[config.mk]
export PLATFORM = sky130hd
export DESIGN_NAME = jtcop_objdma
export DESIGN_NICKNAME = d
export VERILOG_FILES = /design/src/rtl/jtcop_objdma.sv
export SDC_FILE = /design/constraint.sdc
export NUM_CORES = 1
export LEC_CHECK = 0
export CAP_MARGIN = 20
export CORE_MARGIN = 2
export CORE_UTILIZATION = 42
export CTS_CLUSTER_SIZE = 24
export DETAILED_ROUTE_END_ITERATION = 10
export GPL_ROUTABILITY_DRIVEN = 1
export PLACE_DENSITY = 0.83
export SYNTH_ARGS = -nofsm -noshare
export SYNTH_HDL_FRONTEND = slang
export SYNTH_SLANG_ARGS = --single-unit
[constraint.sdc]
create_clock -name clk -period 2.6 [get_ports clk]
set_clock_uncertainty 0.15 [all_clocks]
set_input_delay 0.52 -clock clk [delete_from_list [all_inputs] [get_ports clk]]
set_output_delay 0.52 -clock clk [all_outputs]
set_load 0.03 [all_outputs]
[src/rtl/jtcop_objdma.sv]
// Object-RAM copy engine: on a CPU trigger, snapshots the whole object table into the
// renderer's private copy, optionally waiting for vertical blank first.
module jtcop_objdma #(
   parameter int unsigned AW     = 10,
   parameter bit          VBWAIT = 1'b1
) (
   input  logic          clk,
   input  logic          rst,
   input  logic          obj_copy,
   input  logic          LVBL,
   output logic [AW-1:0] src_addr,
   input  logic [15:0]   src_data,
   output logic [AW-1:0] dst_addr,
   output logic [15:0]   dst_dout,
   output logic          dst_we,
   output logic          busy,
   output logic          done
);

   typedef enum logic [1:0] {StIdle, StWaitVb, StCopy, StFlush} state_t;

   localparam logic [AW-1:0] CntOne  = AW'(1);
   localparam logic [AW-1:0] CntLast = '1;

   state_t        state;
   logic          copy_l;
   logic          req;
   logic [AW-1:0] rd_cnt;
   logic          trig;

   assign trig     = obj_copy & ~copy_l;
   assign src_addr = rd_cnt;
   // RAM is synchronous, so its output already lines up with the delayed write strobe
   assign dst_dout = src_data;

   always_ff @(posedge clk) begin
      if (rst) begin
         state    <= StIdle;
         copy_l   <= 1'b0;
         req      <= 1'b0;
         rd_cnt   <= '0;
         dst_addr <= '0;
         dst_we   <= 1'b0;
         busy     <= 1'b0;
         done     <= 1'b0;
      end else begin
         copy_l   <= obj_copy;
         dst_addr <= rd_cnt;
         dst_we   <= (state == StCopy);
         done     <= 1'b0;
         unique case (state)
            StIdle: begin
               if (req) begin
                  req   <= 1'b0;
                  busy  <= 1'b1;
                  state <= VBWAIT ? StWaitVb : StCopy;
               end
            end
            StWaitVb: begin
               if (!LVBL) state <= StCopy;
            end
            StCopy: begin
               rd_cnt <= rd_cnt + CntOne;
               if (rd_cnt == CntLast) state <= StFlush;
            end
            StFlush: begin
               done  <= 1'b1;
               busy  <= 1'b0;
               state <= StIdle;
            end
            default: state <= StIdle;
         endcase
         // A new edge wins over the clear above; while busy it is held as the pending copy
         if (trig) req <= 1'b1;
      end
   end

endmodule

==> impl_summary.md <==
Global route
Entering global routing, the biggest net connects 28 pins. The total overflow left after global routing is 0. The number of antenna violations at the first check in global routing is 0.

Across every metal layer, demand over resource in global routing totals 12.2%. The number of global-route vias before repair was 742. The first global-routing pass estimated 3120 um of wire.

STA
Setup repair after global routing left no endpoint under its margin. The worst path setup slack after routing is 0.379 ns. The relative slew slack is 77.4%. The clock period could shrink to 2.22 ns. For the pin with the worst max-slew slack, the measured transition is 0.339 ns. Setup violations remaining at the end of the flow were counted as 0. The timing-limited maximum frequency is 450 MHz. The final number of hold-violating endpoints is 0. The count of final max-slew check failures is 0.

Setup total negative slack on the finished layout was measured at 0 ns. The post-route clock period utilization is 85.4%.

Die
Once the floorplan was initialized, standard cells occupied 43.3% of the core. In this run the core area contains 19 standard-cell rows. The area of the placeable core is 2710 um^2. The die extent in y is 56.8 um.

The floorplan die width is 56.8 um. 59 I/O pins were placed. The die covers 3230 um^2.

Worst setup path
The number of buffers and inverters on the critical path is 1. On the worst path, the slowest cell contributes a delay of 0.73 ns. In this run the critical register-to-register path is launched from state[0].

The critical path goes through clkdlybuf4s50_1. The worst setup path is captured at an output pin. For the worst setup path, the data required time is 1.93 ns.

For the worst setup path, the data arrival time is 1.55 ns. The origin of the worst setup path is src_addr[3]. The critical path is of the flip-flop to output pin type.

The family with the most delay on the worst path is buffers and inverters. Along the worst path, the maximum fanout reaches 7. The worst setup path is launched from a flip-flop. On the critical path, the stage with the largest delay is an instance of sky130_fd_sc_hd__clkdlybuf4s50_1.

Detailed routing
Using the TritonRoute via totals, the vias-per-cell ratio works out to 4.93. The detailed-router iteration count before antenna repair is 4. The average wire per cell in the routed design is 12.0 um. Once detail routing completed, the nets flagged for antenna violations numbered 0. The number of remaining DRC errors is 0. The number of violations reported at the end of detailed-routing iteration 0 is 7.

The routed layout has 789 vias. The aggregate routed wire length is 1910 um.

Pwr
The part of the power in registers is 52.3%. The internal power summed over all cells is 0.000622 W. Total power for the finished layout comes to 0.000894 W. The clock network is responsible for 19.4% of the overall power. The power density over the cells is 652 nW/um^2. In this run the power spent charging and discharging nets is 0.000272 W. The worst-case IR drop observed on VDD is 0.413 mV. Combinational logic burns 28.3% of the power. The share of total power consumed by net switching is 30.4%. For this design the static power due to leakage is 0.508 nW.

Finish
The fill cell total of the finished layout is 263. The number of antenna cells inserted is 0. The multi-input combinational cells in the finished layout cover a total of 489 um^2. The proportion of layout cells with a drive suffix above 1 is 6.98%. Excluding fillers, the count of instances in the completed layout stands at 160. Registers take 541 um^2. The final-stage net count is 156. The layout-stage area growth over the synthesis result is 16.9%.

Summing all non-filler instances in the final layout gives an area of 1370 um^2.

Synth
The combinational family with the most area after synthesis is simple AND/OR/NAND/NOR gates. The post-synthesis compound-gate area fraction is 9.71%. Summing the sequential cell areas from Yosys gives 46.1% of the chip area.

The simple logic cell fraction of the synthesized area is 20.3%. The synthesized netlist occupies a cell area of 1170 um^2. The warning count from the yosys run is 0. The number of register bits inferred by synthesis is 27. Synthesis produced a netlist whose cell count is 117. After synthesis, the netlist uses 26 different library cells. The synthesized area divided by synthesized cell count is 10.0 um^2. The fraction of synthesized cell area in xor and xnor cells is 4.48%.

The post-synth net total is 143. The synthesized netlist devotes 6.40% of its cell area to adder and majority cells. The proportion of synthesized area in mux cells is 0.854%.

CTS
The number of hold-repair buffers added at the cts stage is 0. The CTS tree is done. In this run the number of H-tree levels came out at 1. The later pin in the worst-skew pair is clocked with a latency of 0.32 ns.

The clock edge transition at the registers on the reported setup and hold paths is 0.14 ns. The number of clock buffers added by TritonCTS is 3. The number of clock sinks is 27. No sink is reached through more buffers than the 2 on the longest clock path. The tree is rooted in a sky130_fd_sc_hd__clkbuf_4. The number of buffers added for setup after CTS is 0.

The number of gates resized after CTS was 0.

Place
The number of buffers inserted by port buffering is 26. Prior to clock tree synthesis, the placed netlist has a worst setup slack of 0.715 ns. Once placement finished, the instance area stood at 1340 um^2. The half-perimeter wire length after detailed placement is 1440 um. The congestion estimate from routability-driven global placement came to 0.719. The count of placed standard cells including taps is 156.

Run
The number of max-cap violations is 0.

Hold path
The tightest min-delay check is of the flip-flop to flip-flop type. The start point of the worst min-delay path is busy.

Run status
The flow ran to the end, and the final reports show no timing, DRC or antenna violations.
power groups by stage:
stage          Sequential, W  Clock, W  Combinational [W]
3_3_place_gp        0.000475         0           0.000242
6_report            0.000468  0.000173           0.000253
5_1_grt             0.000472  0.000195           0.000279
2_1_floorplan       0.000503         0           0.000210
3_5_place_dp        0.000477         0           0.000256
4_1_cts             0.000468  0.000181           0.000256
per-layer routing:
layer / track usage [%] / routed length, um / vias up
met2: 21.9 / 966 / 29
met4: 4.98 / 34 / 0
li1: - / - / 390
met1: 13.4 / 759 / 362
met3: 3.23 / 152 / 8
met5: 0 / 0 / -
Yosys cell counts:
cell                       instances  area share [%]
sky130_fd_sc_hd__dfxtp_1          27              46
sky130_fd_sc_hd__buf_4            17              11
sky130_fd_sc_hd__nor2b_1          13             6.9
sky130_fd_sc_hd__nor2_1            8             2.6
sky130_fd_sc_hd__nand2_1           7             2.2
sky130_fd_sc_hd__a21oi_1           6             2.6
sky130_fd_sc_hd__ha_1              6             6.4
sky130_fd_sc_hd__xor2_1            4             3.0
sky130_fd_sc_hd__nand2b_1          3             1.6
sky130_fd_sc_hd__o21ai_0           3             1.3
sky130_fd_sc_hd__or3_1             3             1.6
sky130_fd_sc_hd__clkbuf_1          2            0.64
sky130_fd_sc_hd__inv_1             2            0.64
sky130_fd_sc_hd__nand3_1           2            0.85
sky130_fd_sc_hd__nand4_1           2             1.1
sky130_fd_sc_hd__xnor2_1           2             1.5
sky130_fd_sc_hd__a211oi_2          1             1.1
sky130_fd_sc_hd__a21boi_4          1             1.6
sky130_fd_sc_hd__a21o_1            1            0.64
sky130_fd_sc_hd__a21oi_2           1            0.75
sky130_fd_sc_hd__and3_1            1            0.53
sky130_fd_sc_hd__mux2i_1           1            0.85
sky130_fd_sc_hd__nand3b_1          1            0.64
sky130_fd_sc_hd__nand4_4           1             1.8
sky130_fd_sc_hd__nor3_1            1            0.43
sky130_fd_sc_hd__o31ai_4           1             1.8
cells in the final DEF (no fill, tap or decap), drive strengths merged:
cell / n
nor3: 1
clkbuf: 4
inv: 2
a21o: 1
xor2: 4
nand2b: 3
a21boi: 1
o31ai: 1
nor2: 8
nand2: 7
ha: 6
mux2i: 1
nor2b: 13
dfxtp: 27
a211oi: 1
nand3: 2
clkdlybuf4s50: 26
or3: 3
buf: 1
nand3b: 1
and3: 1
nand4: 3
a21oi: 7
o21ai: 3
xnor2: 2
area by class of cell:
cell class	instances	area share, %
clock buffer	4	1.92
inverter	2	0.548
multi-input combinational	69	35.7
sequential	27	39.5
tap	31	2.83
timing repair buffer	27	19.5
sequential cells by signal, summed over array words and instances, names as in the netlist:
name,cells
busy,1
copy_l,1
src_addr,10
dst_addr,10
state,2
done,1
req,1
dst_we,1
worst min-delay path, delay by kind of cell (launching register included):
family / cells / cell delay [ns]
DFF: 1 / 0.33
AOI/OAI and AO/OA: 1 / 0.06
and+or+nand+nor: 1 / 0.05
final timing paths:
path                            slack [ns]          end  cells after the start
worst min-delay path                  0.32         busy                      2
worst max-delay path                  0.38  src_addr[3]                      1
worst max register to register        0.69  src_addr[7]                      5
worst min register to register        0.32         busy                      2
logic make-up (layout without fill, tap and decap cells):
group / after synthesis / count (layout)
AND/OR/NAND/NOR: 42 / 42
flip-flops: 27 / 27
buffers and inverters: 21 / 33
AO/OA/AOI/OAI: 14 / 14
adder cells (fa/ha/maj): 6 / 6
XOR/XNOR: 6 / 6
multiplexers: 1 / 1
metrics by stage:
step / utilization, % / hold WS [ns]
final: 50.6 / 0.320
after global routing: 50.6 / 0.348
after CTS: 50.6 / 0.326
after detailed placement: 49.6 / 0.306
after global placement: 49.6 / 0.293
after floorplan: - / 0.308
Note: power is estimated with default switching activity, not from simulation.
==> RTL change 1, RTL diff (same settings) <==
Set the parameter `AW` to 11 (it was 10).
--- a/src/rtl/jtcop_objdma.sv
+++ b/src/rtl/jtcop_objdma.sv
@@ -1,7 +1,7 @@
 // Object-RAM copy engine: on a CPU trigger, snapshots the whole object table into the
 // renderer's private copy, optionally waiting for vertical blank first.
 module jtcop_objdma #(
-   parameter int unsigned AW     = 10,
+   parameter int unsigned AW     = 11,
    parameter bit          VBWAIT = 1'b1
 ) (
    input  logic          clk,
Ports: changed (resized dst_addr and src_addr); port bits go from 59 to 61. The function was not compared with the original's and may differ.
==> RTL change 1 against the original RTL <==
The run now ends with design-rule violations left. Design area is 10% higher. Synthesized area is 7.9% higher. Critical path depth stayed put. Setup slack better by 0.019 ns. Sequential power is 6.8% higher. Combinational power hardly changed. Wire length is 16% higher. Sequential cell count is 2 higher. Total power is 14% higher. Critical path type unchanged. Largest power group unchanged.
==> RTL change 1: results (changes against the original RTL) <==
status: "finished, violations left"  # was finished, final reports clean
failed_checks: "design-rule violations"
synth_cell_types: 29  # was 26
avgSynthCellArea_sq_um: 10.2  # was 10.0 sq um
p_leak_nw: 0.568  # was 0.508 nW
cts_htree_levels: 2  # was 1
drc: 3  # was 0
dpl.cell_count: 164  # was 156
synth_compound_area_share_pct: 7.42  # was 9.71%
crit_fanout: 8  # was 7
drt_iter0_markers: 8  # was 7
portBuffers: 28  # was 26
synthMuxAreaShare_pct: 0.791  # was 0.854%
numCtsBuffers: 5  # was 3
ys_seq_area_share_pct: 45.9  # was 46.1%
clkTransAtPathRegs_ns: 0.09  # was 0.14 ns
crit_arrival_ns: 1.53  # was 1.55 ns
synth_area_leaders: "dfxtp_1 (46%), buf_4 (10%), nor2b_1 (6.9%)"  # was dfxtp_1 (46%), buf_4 (11%), nor2b_1 (6.9%)
first_pass_iters: 8  # was 4
wirelength_um: 2220  # was 1910 um
clk_latency_ns: 0.32  # about the same
grt_usage_pct: 14.0  # was 12.2%
ir_drop_mv: 0.336  # was 0.413 mV
synth_xor_area_share_pct: 6.23  # was 4.48%
dp_slack_ns: 0.744  # was 0.715 ns
vias_per_cell: 4.89  # was 4.93
grt_pass1_wl_um: 3510  # was 3120 um
hold_class: "reg2reg"  # unchanged
num-fill-cells: 242  # was 263
layout.nets: 166  # was 156
synth_adder_area_share_pct: 5.93  # was 6.40%
hpwlAfterDp_um: 1640  # was 1440 um
vias: 837  # was 789
synth_ff_type: "dfxtp_1"  # unchanged
swShare_pct: 29.4  # was 30.4%
grt_max_degree: 30  # was 28
place_congestion: 0.677  # was 0.719
netlist_top_cells_count: "dfxtp_1 (29), buf_4 (17), nor2b_1 (14), nor2_1 (11)"  # was dfxtp_1 (27), buf_4 (17), nor2b_1 (13), nor2_1 (8), nand2_1 (7)
slew_headroom_pct: 73.0  # was 77.4%
drive_gt1_share_pct: 11.4  # was 6.98%
grt_pass1_vias: 812  # was 742
[RTL change 1: cell types whose count changed after synthesis, sizes merged, moves of 2 or more]
cell	change
dfxtp	+2
nor2	+3
xnor2	+3
o21ai	-2
or3	-2
a21oi	-2
[RTL change 1: cell type report]
| type | instances | area share [%] |
|---|---|---|
| clock buffer | 7 | 3.65 |
| inverter | 2 | 0.498 |
| multi-input combinational | 73 | 35.7 |
| sequential | 29 | 38.5 |
| tap | 31 | 2.57 |
| timing repair buffer | 29 | 19.1 |
[RTL change 1: per-stage QoR]
step / util [%] / cell area, sq um
final: 53.7 / 1510
after global routing: 53.7 / 1510
after CTS: 53.7 / 1510
after detailed placement: 51.8 / 1450
after global placement: 51.8 / 1450
after floorplan: - / 1260
[RTL change 1: kinds of logic (layout without fill, tap and decap cells)]
group,count (synthesis),in the layout
compound gates,10,10
xor+xnor,9,9
fa+ha+maj,6,6
buf+inv,22,38
flops,29,29
mux,1,1
simple gates,47,47
[RTL change 1: power groups by stage]
stage | sequential (W) | clock [W] | combinational (W)
global route | 0.000505 | 0.000296 | 0.000276
global placement | 0.000507 | 0 | 0.000245
floorplan | 0.000535 | 0 | 0.000214
detailed placement | 0.000511 | 0 | 0.000255
CTS | 0.000500 | 0.000275 | 0.000256
finish | 0.000500 | 0.000266 | 0.000252
[RTL change 1: path summary, 6_finish.rpt]
check | from | endpoint | slack, ns | depth (start not counted)
worst min-delay path | busy$_SDFFE_PP0P_ | busy$_SDFFE_PP0P_ | 0.32 | 2
worst min register to register | busy$_SDFFE_PP0P_ | busy$_SDFFE_PP0P_ | 0.32 | 2
worst max-delay path | src_addr[5]$_SDFFE_PP0P_ | src_addr[5] | 0.40 | 1
worst max register to register | state[0]$_SDFFE_PP0P_ | src_addr[9]$_SDFFE_PP0P_ | 0.72 | 6
[RTL change 1: routing by layer]
| metal | global-route usage [%] | vias up | part of all wire (%) |
|---|---|---|---|
| li1 | - | 415 | - |
| met3 | 5.71 | 8 | 7.3 |
| met1 | 13.2 | 384 | 39 |
| met4 | 10.1 | 0 | 3.0 |
| met2 | 24.3 | 30 | 51 |
| met5 | 0 | - | 0 |
==> RTL change 2, RTL diff (config.mk and constraints unchanged) <==
Made on the original files. Make the reset (`rst`) asynchronous in one clocked block.
--- a/src/rtl/jtcop_objdma.sv
+++ b/src/rtl/jtcop_objdma.sv
@@ -33,7 +33,7 @@
    // RAM is synchronous, so its output already lines up with the delayed write strobe
    assign dst_dout = src_data;
 
-   always_ff @(posedge clk) begin
+   always_ff @(posedge clk or posedge rst) begin
       if (rst) begin
          state    <= StIdle;
          copy_l   <= 1'b0;
Behaviour: differs if rst is asserted again (counterexample within 4 cycles, from zero or initial values and one cycle with rst high); with rst held inactive, the same outputs for 10 cycles.
==> RTL change 2 against the original RTL <==
Worst hold slack got worse by 0.023 ns. Design area decreased by 1.3%. Setup slack got worse by 0.025 ns. Non-clock buffer count unchanged. Largest cell class unchanged. Synthesized area decreased by 2.6%. Wire length decreased by 0.63%. Sequential cell count unchanged. Highest routed layer unchanged.
Power is not compared: it rests on default switching activity, and its combinational part moved more than twofold at a synthesized area within 25%.
==> RTL change 2: results (changes against the original RTL) <==
cts_resized: 0  # unchanged
wl_met1_um: 709  # was 759 um
place_congestion: 0.740  # was 0.719
cts_root_buffer: "clkbuf_4"  # unchanged
synth_fp_nets: 118  # was 143
drive_gt1_share_pct: 7.55  # was 6.98%
hold_end: "req$_DFFE_PP0P_"  # was busy$_SDFFE_PP0P_
holdWs_ns: 0.297  # was 0.320 ns
vias_per_cell: 4.98  # was 4.93
stdcell_count: 136  # was 160
top_layer_used: "met4"  # unchanged
hold_depth: 1  # was 2
critPathTopFamily: "buffers and inverters"  # unchanged
dp_slack_ns: 0.680  # was 0.715 ns
worstReg2RegEnd: "src_addr[7]$_DFFE_PP0P_"  # was src_addr[7]$_SDFFE_PP0P_
grt_usage_pct: 13.4  # was 12.2%
status: "finished, final reports clean"  # unchanged
hpwlAfterDp_um: 1410  # was 1440 um
grt_use_met3_pct: 3.26  # was 3.23%
met1_usage_pct: 12.6  # was 13.4%
netlist_top_cells_count: "dfrtp_1 (27), buf_4 (16)"  # was dfxtp_1 (27), buf_4 (17), nor2b_1 (13), nor2_1 (8), nand2_1 (7)
crit_path_max_incr_delay_ns: 0.73  # about the same
wl_met3_um: 123  # was 152 um
crit_arrival_ns: 1.58  # was 1.55 ns
grt_max_degree: 28  # unchanged
regToRegStartpoint: "state[0]$_DFFE_PP0P_"  # was state[0]$_SDFFE_PP0P_
synth_area_leaders: "dfrtp_1 (59%), buf_4 (11%), ha_1 (6.6%)"  # was dfxtp_1 (46%), buf_4 (11%), nor2b_1 (6.9%)
grt_pass1_wl_um: 3240  # was 3120 um
synth_ff_type: "dfrtp_1"  # was dfxtp_1
postPlaceCellArea_sq_um: 1320  # was 1340 sq um
cts_htree_levels: 1  # unchanged
syn_inst: 92  # was 117
fin_crit_sh_pct: 86.4  # was 85.4%
async_flop_share_pct: 100  # was 0%
hp-start: "copy_l$_DFF_PP0_"  # was busy$_SDFFE_PP0P_
dr_wl_met2_um: 992  # was 966 um
synth_cell_types: 19  # was 26
reg2reg_slack_ns: 0.80  # was 0.69 ns
drt_iter0_markers: 10  # was 7
avgRoutedWirePerCell_um: 14.0  # was 12.0 um
grt_pass1_vias: 757  # was 742
num-fill-cells: 227  # was 263
worst_pin_slew_ns: 0.412  # was 0.339 ns
grt_util_met2_pct: 24.7  # was 21.9%
fin_area_sq_um: 1350  # was 1370 sq um
crit_fanout: 8  # was 7
p_leak_nw: 0.628
startpoint: "src_addr[3]$_DFFE_PP0P_"  # was src_addr[3]$_SDFFE_PP0P_
ys_seq_area_share_pct: 59.1  # was 46.1%
dpl.cell_count: 132  # was 156
first_pass_iters: 4  # unchanged
-- RTL change 2: cell families (layout without fill, tap and decap cells) --
group           after synthesis  after routing  synth area share, %
flops                        27             27                 59.1
buf+inv                      23             37                 12.9
simple gates                 19             19                 8.43
xor+xnor                      9              9                 6.90
fa+ha+maj                     6              6                 6.57
compound gates                5              5                 3.07
mux                           3              3                 2.96
-- RTL change 2: cell type report --
| type | instances | area share (%) |
|---|---|---|
| Clock inverter | 1 | 0.555 |
| Sequential cell | 27 | 50.0 |
| Timing Repair Buffer | 27 | 19.8 |
| Tap cell | 30 | 2.78 |
| Multi-Input combinational cell | 42 | 23.6 |
| Clock buffer | 3 | 1.67 |
| Inverter | 6 | 1.67 |
-- RTL change 2: report_power, final --
| part | total, W | internal, W | switching [W] |
|---|---|---|---|
| Sequential | 0.000666 | 0.000554 | 0.000113 |
| Combinational | 0.000734 | 0.000323 | 0.000411 |
| Clock | 0.000180 | 0.0000588 | 0.000121 |
| Total | 0.00158 | 0.000936 | 0.000644 |
